**src/rtl/floo_tile_link_buffer.sv**
```systemverilog
// floo_tile_link_buffer: per-port elastic flit buffer at the tile/NoC edge with a
// RUN/DRAIN/ISOLATED quiesce FSM.
// Optional feature macro: FLOO_TILE_LINK_PERF_EN (per-port output handshake counters).
module floo_tile_link_buffer #(
    parameter int unsigned NumPorts     = 4,
    parameter int unsigned FlitWidth    = 64,
    parameter int unsigned Depth        = 4,
    parameter int unsigned DrainTimeout = 256
) (
    input  logic                          clk_i,
    input  logic                          rst_i,
    input  logic [NumPorts-1:0]           in_valid_i,
    output logic [NumPorts-1:0]           in_ready_o,
    input  logic [NumPorts*FlitWidth-1:0] in_data_i,
    output logic [NumPorts-1:0]           out_valid_o,
    input  logic [NumPorts-1:0]           out_ready_i,
    output logic [NumPorts*FlitWidth-1:0] out_data_o,
    input  logic                          isolate_i,
    output logic                          isolated_o,
    output logic                          drain_timeout_o,
    input  logic                          perf_clr_i,
    output logic [NumPorts*32-1:0]        perf_cnt_o
);

    localparam int unsigned PtrW = (Depth > 1) ? $clog2(Depth) : 1;
    localparam int unsigned CntW = $clog2(Depth + 1);
    localparam int unsigned DtoW = $clog2(DrainTimeout + 1);

    localparam logic [CntW-1:0] CntFull = CntW'(Depth);
    localparam logic [DtoW-1:0] DtoSat  = DtoW'(DrainTimeout);
    localparam logic [DtoW-1:0] DtoFire = DtoW'(DrainTimeout - 1);

    typedef enum logic [1:0] {
        StRun,
        StDrain,
        StIsolated
    } state_e;

    state_e state_q, state_d;

    logic [FlitWidth-1:0] mem_q    [NumPorts][Depth];
    logic [FlitWidth-1:0] mem_d    [NumPorts][Depth];
    logic [PtrW-1:0]      wr_ptr_q [NumPorts];
    logic [PtrW-1:0]      wr_ptr_d [NumPorts];
    logic [PtrW-1:0]      rd_ptr_q [NumPorts];
    logic [PtrW-1:0]      rd_ptr_d [NumPorts];
    logic [CntW-1:0]      cnt_q    [NumPorts];
    logic [CntW-1:0]      cnt_d    [NumPorts];

    logic [DtoW-1:0]      drain_cnt_q, drain_cnt_d;
    logic                 timeout_q, timeout_d;

    logic [NumPorts-1:0]  push;
    logic [NumPorts-1:0]  pop;
    logic                 all_empty;

    // Link-side handshake signals; everything is gated off while reset is held.
    always_comb begin
        for (int p = 0; p < NumPorts; p++) begin
            in_ready_o[p]  = !rst_i && (state_q == StRun) && (cnt_q[p] != CntFull);
            out_valid_o[p] = !rst_i && (cnt_q[p] != '0) && (state_q != StIsolated);
            out_data_o[p*FlitWidth +: FlitWidth] = mem_q[p][rd_ptr_q[p]];
        end
    end

    assign push = in_valid_i & in_ready_o;
    assign pop  = out_valid_o & out_ready_i;

    // FIFO next state: write at tail, read from head, occupancy tracks push/pop.
    always_comb begin
        mem_d    = mem_q;
        wr_ptr_d = wr_ptr_q;
        rd_ptr_d = rd_ptr_q;
        cnt_d    = cnt_q;
        for (int p = 0; p < NumPorts; p++) begin
            if (push[p]) begin
                mem_d[p][wr_ptr_q[p]] = in_data_i[p*FlitWidth +: FlitWidth];
                wr_ptr_d[p]           = wr_ptr_q[p] + PtrW'(1);
            end
            if (pop[p]) begin
                rd_ptr_d[p] = rd_ptr_q[p] + PtrW'(1);
            end
            case ({push[p], pop[p]})
                2'b10:   cnt_d[p] = cnt_q[p] + CntW'(1);
                2'b01:   cnt_d[p] = cnt_q[p] - CntW'(1);
                default: cnt_d[p] = cnt_q[p];
            endcase
        end
    end

    // Empty check uses post-pop occupancy so the final pop can complete the drain.
    always_comb begin
        all_empty = 1'b1;
        for (int p = 0; p < NumPorts; p++) begin
            if (cnt_d[p] != '0) begin
                all_empty = 1'b0;
            end
        end
    end

    // Quiesce FSM next state, drain-cycle counter and timeout pulse.
    always_comb begin
        state_d = state_q;
        unique case (state_q)
            StRun: begin
                if (isolate_i) state_d = StDrain;
            end
            StDrain: begin
                if (!isolate_i)     state_d = StRun;
                else if (all_empty) state_d = StIsolated;
            end
            StIsolated: begin
                if (!isolate_i) state_d = StRun;
            end
            default: state_d = StRun;
        endcase

        // Counter holds the number of completed DRAIN cycles; it saturates one past the
        // firing value so the pulse cannot repeat.
        drain_cnt_d = '0;
        timeout_d   = 1'b0;
        if ((state_q == StDrain) && (state_d == StDrain)) begin
            drain_cnt_d = (drain_cnt_q == DtoSat) ? drain_cnt_q : drain_cnt_q + DtoW'(1);
            timeout_d   = (drain_cnt_q == DtoFire);
        end
    end

    assign isolated_o      = !rst_i && (state_q == StIsolated);
    assign drain_timeout_o = !rst_i && timeout_q;

    // Flit storage; contents are don't-care until written, so no reset.
    always_ff @(posedge clk_i) begin
        mem_q <= mem_d;
    end

    // Control state with synchronous reset; reset discards any buffered flits.
    always_ff @(posedge clk_i) begin
        if (rst_i) begin
            for (int p = 0; p < NumPorts; p++) begin
                wr_ptr_q[p] <= '0;
                rd_ptr_q[p] <= '0;
                cnt_q[p]    <= '0;
            end
            state_q     <= StRun;
            drain_cnt_q <= '0;
            timeout_q   <= 1'b0;
        end else begin
            wr_ptr_q    <= wr_ptr_d;
            rd_ptr_q    <= rd_ptr_d;
            cnt_q       <= cnt_d;
            state_q     <= state_d;
            drain_cnt_q <= drain_cnt_d;
            timeout_q   <= timeout_d;
        end
    end

`ifdef FLOO_TILE_LINK_PERF_EN
    logic [31:0] perf_q [NumPorts];
    logic [31:0] perf_d [NumPorts];

    // Saturating output-handshake counters; clear takes priority over counting.
    always_comb begin
        perf_d = perf_q;
        for (int p = 0; p < NumPorts; p++) begin
            if (perf_clr_i) begin
                perf_d[p] = '0;
            end else if (pop[p] && (perf_q[p] != 32'hFFFF_FFFF)) begin
                perf_d[p] = perf_q[p] + 32'd1;
            end
        end
    end

    // Pack counters onto the flat output bus.
    always_comb begin
        for (int p = 0; p < NumPorts; p++) begin
            perf_cnt_o[p*32 +: 32] = perf_q[p];
        end
    end

    // Counter registers.
    always_ff @(posedge clk_i) begin
        if (rst_i) begin
            for (int p = 0; p < NumPorts; p++) begin
                perf_q[p] <= '0;
            end
        end else begin
            perf_q <= perf_d;
        end
    end
`else
    logic unused_perf_clr;

    assign unused_perf_clr = perf_clr_i;
    assign perf_cnt_o      = '0;
`endif

endmodule

```
**config.mk**
```make
export PLATFORM = sky130hd
export DESIGN_NAME = floo_tile_link_buffer
export DESIGN_NICKNAME = d
export VERILOG_FILES = /design/src/rtl/floo_tile_link_buffer.sv
export SDC_FILE = /design/constraint.sdc
export NUM_CORES = 1
export LEC_CHECK = 0
export ABC_AREA = 1
export CAP_MARGIN = 15
export CORE_MARGIN = 10
export CORE_UTILIZATION = 40
export CTS_CLUSTER_DIAMETER = 200
export CTS_CLUSTER_SIZE = 20
export DETAILED_ROUTE_END_ITERATION = 8
export SYNTH_ARGS = -nofsm -noshare
export SYNTH_HDL_FRONTEND = slang
export SYNTH_SLANG_ARGS = --single-unit
```
**constraint.sdc**
```tcl
create_clock -name clk_i -period 6 [get_ports clk_i]
set_clock_uncertainty 0.2 [all_clocks]
set_input_delay 0.6 -clock clk_i [delete_from_list [all_inputs] [get_ports clk_i]]
set_output_delay 0.6 -clock clk_i [all_outputs]
set_load 0.05 [all_outputs]
```
# Word-level counts from Yosys, hierarchy flattened
# Cells that the tools add are included.
[op_classes]
addsub = 17
magnitude_cmp = 12
eq_ne = 18
muxes = 37
bitwise_logic = 11
n_reduce_logical = 31
[op_table]
columns = ["cell", "n"]
rows = [
  ["$bwmux 256", 4],
  ["$mux 64", 12],
  ["$bmux 64 s2", 4],
  ["$demux 64 s2", 4],
  ["$ge 3x3->1 const B", 8],
  ["$not 2->3", 8],
  ["$pmux 3 s2", 4],
  ["$reduce_bool 3->1", 8],
  ["$logic_and 1x1->1", 20],
  ["$add 2x1->2 const B", 8],
  ["$add 3x1->3 const B", 4],
  ["$eq 2x1->1 const B", 6],
  ["$lt 3x1->1 const B", 4],
  ["$ne 3x3->1 const B", 4],
  ["$sub 3x1->3 const B", 4],
  ["$eq 2x2->1 const B", 5],
  ["$add 9x1->9 const B", 1],
  ["$eq 9x8->1 const B", 1],
  ["$eq 9x9->1 const B", 1],
  ["$and 4x4->4", 2],
  ["$mux 2", 4],
  ["$pmux 2 s3", 1],
  ["$mux 1", 4],
  ["$logic_not 2->1", 1],
  ["other kinds (4)", 4],
]
[totals]
ff_bits = 1064
out_inout_bits = 394

# Longest topological paths before layout
[depth]
depth_word = 18
mapped_depth = 18
mapped_depth_nobuf = 18

# Worst setup path before layout
# No wires, ideal clock.
[synth_path]
kind = "input to register"
start = "input port rst_i"
end = "register mem_q[0] in the netlist's numbering, enable pin"
setup_time_ns = 0.487
arrival_ns = 4.198
path_slack_ns = 1.115
path_stages = 6
path_buffers = 1
path_cell_list = "buf_6 > nor3_2 > inv_2 > a31oi_4 > nand2_4 > nor2_1"
[synth_via]
elab_chain_cells = 4
[synth_rtl]
columns = ["item", "line", "source"]
rows = [
  ["from (decl)", "11", "input logic rst_i,"],
  ["$logic_not 1->1", "60", "in_ready_o[p] = !rst_i && (state_q == StRun) && (cnt_q[p] != CntFull);"],
  ["$logic_and 1x1->1 (2 in a row)", "60", ""],
  ["net in_ready_o[3]", "13", "output logic [NumPorts-1:0] in_ready_o,"],
  ["$and 4x4->4", "66", "assign push = in_valid_i & in_ready_o;"],
  ["to (signal assigned)", "133", "mem_q <= mem_d;"],
  ["to (decl)", "41", "logic [FlitWidth-1:0] mem_q [NumPorts][Depth];"],
]
# The timed path passes the listed nets, and every way through them passes these cells.
# A chain may end at the register's enable or synchronous reset.

# Final worst setup path
[layout_path]
start = "register rd_ptr_q[0] in the netlist's numbering"
end = "output port out_data_o[211]"
[layout_via]
elab_chain_cells = 4
[layout_rtl]
columns = ["item", "line", "source"]
rows = [
  ["from (decl)", "45", "logic [PtrW-1:0] rd_ptr_q [NumPorts];"],
  ["from (signal assigned)", "149", "rd_ptr_q <= rd_ptr_d;"],
  ["$not 2->3 (implied by the code)", "62", "out_data_o[p*FlitWidth +: FlitWidth] = mem_q[p][rd_ptr_q[p]];"],
  ["$bmux 64 s2", "62", ""],
  ["$mux 64 (implied by the code) (2 in a row)", "62", ""],
  ["to (decl)", "17", "output logic [NumPorts*FlitWidth-1:0] out_data_o,"],
]
# No other way between the ends. The select of a mux whose other input is x is not followed.

==> run metrics <==
top_reg_cell synth=edfxtp_1; drt pass-1 iters=5; DRC viols=0; Synth Cell Area=0.0411 mm²; layout cells sized above 1=0.0544; Final setup viols=0; cts hold-fix bufs=0; Distinct cells, synth=35; Req. time, crit path=~5.2 ns; crit share post-route=0.774; Routed Antenna Nets=0; largest net degree at the start of global routing=107; Power, Total=14.5 mW; Syn Inst Count=about 3000; RSZ-0062 raised after global routing=no; Pwr Density=between 200 and 300 mW/mm²; initial core utilization=0.403; Crit path arrival time=3.84 ns; number of global-route vias before repair=22900; number of synthesized register bits=between 1000 and 1500; io pins=~660; fmax=215 MHz; clk_lat worst skew=0.68 ns; Sinks on Clock Net=1064; max_cap viols=0; synth cell count leaders=1024 x edfxtp_1, 548 x nor2_1, 515 x o21ai_0; Hold Crit Class=input port to flip-flop; Yosys top cell by area=edfxtp_1; status=complete, no violations; WS Path Type=flip-flop to output pin; Post-CTS Setup Repair Bufs=0; post-DP HPWL=between 60000 and 70000 µm; placed cell count=between 4000 and 5000; Hold Fails Final Rpt=0; Max VDD drop=0.229 mV; Slew Viols, Final=0; worst setup path startpoint=rd_ptr_q[0]; post-synthesis sequential area ratio=0.768; area of the core=roughly 0.10 mm²; most numerous cell in the Yosys netlist=edfxtp_1; FFs w/ async S/R, synth=0; GRT overflow=0; mean routed wirelength per cell=~21 µm; Total GRT Usage=0.166; Worst setup SP type=flip-flop; row count=117; initial antenna violation count=23; deepest clock path buffer count=3; worst hold slack=~0.29 ns; CP max FO=67; Reg2Reg Launch Point=state_q[1]; final core occ=0.482; crit end category=output pin; CTS tree=built; LEAKAGE=16.1 nW; gpl congestion=0.738; Max-slew headroom=0.300; # fillers=~9000; area of the die=0.116 mm²; Synth-to-Final Area Change=19.6%; Multi-input gate area=0.00810 mm²; Synth area leaders=edfxtp_1 75%, o21ai_0 6.3%, nor2_1 5.0%; Final Non-Filler Cells=4812; DR iter-0 viols=1612; CTS Buf Count=59; register area=0.0316 mm²; setup TNS=0 ns; first-pass GRT wire length=about 150000 µm; layout net count=3693; DIE WIDTH=340 µm; Syn. warnings=0; routed wire length=101000 µm; Resized cells post-CTS=0; clock transition at the registers of the reported paths=0.09 ns; Post-synth EDFFs=1024; DR vias/cell=5.02; post-synth top area share=0.749; Die H=340 µm; post-layout min period=4.64 ns; min-delay src=isolate_i; Tightest Pin Transition=approximately 1.1 ns; via count=about 24000; clock root cell=clkbuf_16; Avg Cell Area, Syn=14.0 µm²; port buffer count=532; htree depth=2
-- flip-flops by register name, indices dropped and copies added (netlist names) --
signal	flops
cnt_q	12
wr_ptr_q	8
state_q	2
mem_q	1024
rd_ptr_q	8
timeout_q	1
drain_cnt_q	9
-- worst max-delay path, stage by stage (launching register included) --
cell and delay [ns]:
dfxtp_4 0.74, clkinv_2 0.85, buf_12 0.49, o21ai_0 0.19, o22ai_1 0.12, clkdlybuf4s50_1 0.72
-- final cells by class --
type                       count  area share
tap                         1368      0.0348
timing repair buffer         573       0.116
antenna                        6    0.000306
multi-input combinational   1618       0.165
sequential                  1064       0.643
clock buffer                  98      0.0335
inverter                      82     0.00650
clock inverter                 3    0.000841
-- cells by family after synthesis --
| group | count (synthesis) | synth area share |
|---|---|---|
| AND/OR/NAND/NOR | 642 | 0.0634 |
| buffers and inverters | 381 | 0.0491 |
| other | 1 | 0.0000913 |
| adder cells (fa/ha/maj) | 27 | 0.00896 |
| AO/OA/AOI/OAI | 814 | 0.109 |
| flip-flops | 1064 | 0.768 |
| XOR/XNOR | 7 | 0.00149 |
-- final timing paths --
check                    endpoint  slack (ns)  cells after the start
setup reg to reg        timeout_q        2.98                     14
setup / recovery  out_data_o[211]        1.36                      5
hold reg to reg          cnt_q[9]        0.32                      2
hold / removal         state_q[1]        0.29                      3
-- layer usage --
layer	vias to the layer above	GRT usage	wire (µm)
met5	-	0	125
met4	20	0.0362	2010
met3	126	0.0543	8020
met2	623	0.279	49600
met1	11900	0.207	41600
li1	11500	-	-
-- stage by stage --
stage                     worst slack (ns)  cell area, µm²
after floorplan                       1.12           41500
after global placement                1.91           47400
after detailed placement              1.92           47400
after CTS                             1.25           49100
after global routing                  1.06           49100
final                                 1.36           49100
-- layout by cell type, fill, tap and decap left out, types with 2 or more instances in the layout --
| master | instances |
|---|---|
| nor2_4 | 20 |
| nand2_2 | 10 |
| inv_1 | 61 |
| dfxtp_1 | 32 |
| dfxtp_2 | 3 |
| xor2_1 | 5 |
| buf_12 | 7 |
| clkbuf_1 | 38 |
| nand2_1 | 39 |
| buf_4 | 34 |
| a21oi_1 | 24 |
| clkdlybuf4s50_1 | 532 |
| edfxtp_1 | 1024 |
| nor3_1 | 6 |
| o21ai_1 | 13 |
| nand4_1 | 6 |
| clkinv_2 | 7 |
| xnor2_1 | 2 |
| inv_2 | 11 |
| clkinv_1 | 2 |
| ha_1 | 23 |
| clkbuf_16 | 60 |
| nand3_1 | 8 |
| fa_1 | 4 |
| a31oi_4 | 4 |
| conb_1 | 128 |
| o22ai_1 | 256 |
| nor2_2 | 11 |
| nand2_4 | 6 |
| nor2_1 | 532 |
| dfxtp_4 | 5 |
| o21ai_0 | 515 |
| diode_2 | 6 |
-- where the power goes --
| group | internal, mW | switching [mW] | leakage [nW] | total (mW) |
|---|---|---|---|---|
| Sequential | 8.31 | 0.0600 | 9.61 | 8.37 |
| Clock | 1.88 | 2.28 | 0.803 | 4.16 |
| Combinational | 0.581 | 1.40 | 5.67 | 1.99 |
No activity file was read; power rests on OpenSTA's default activity.
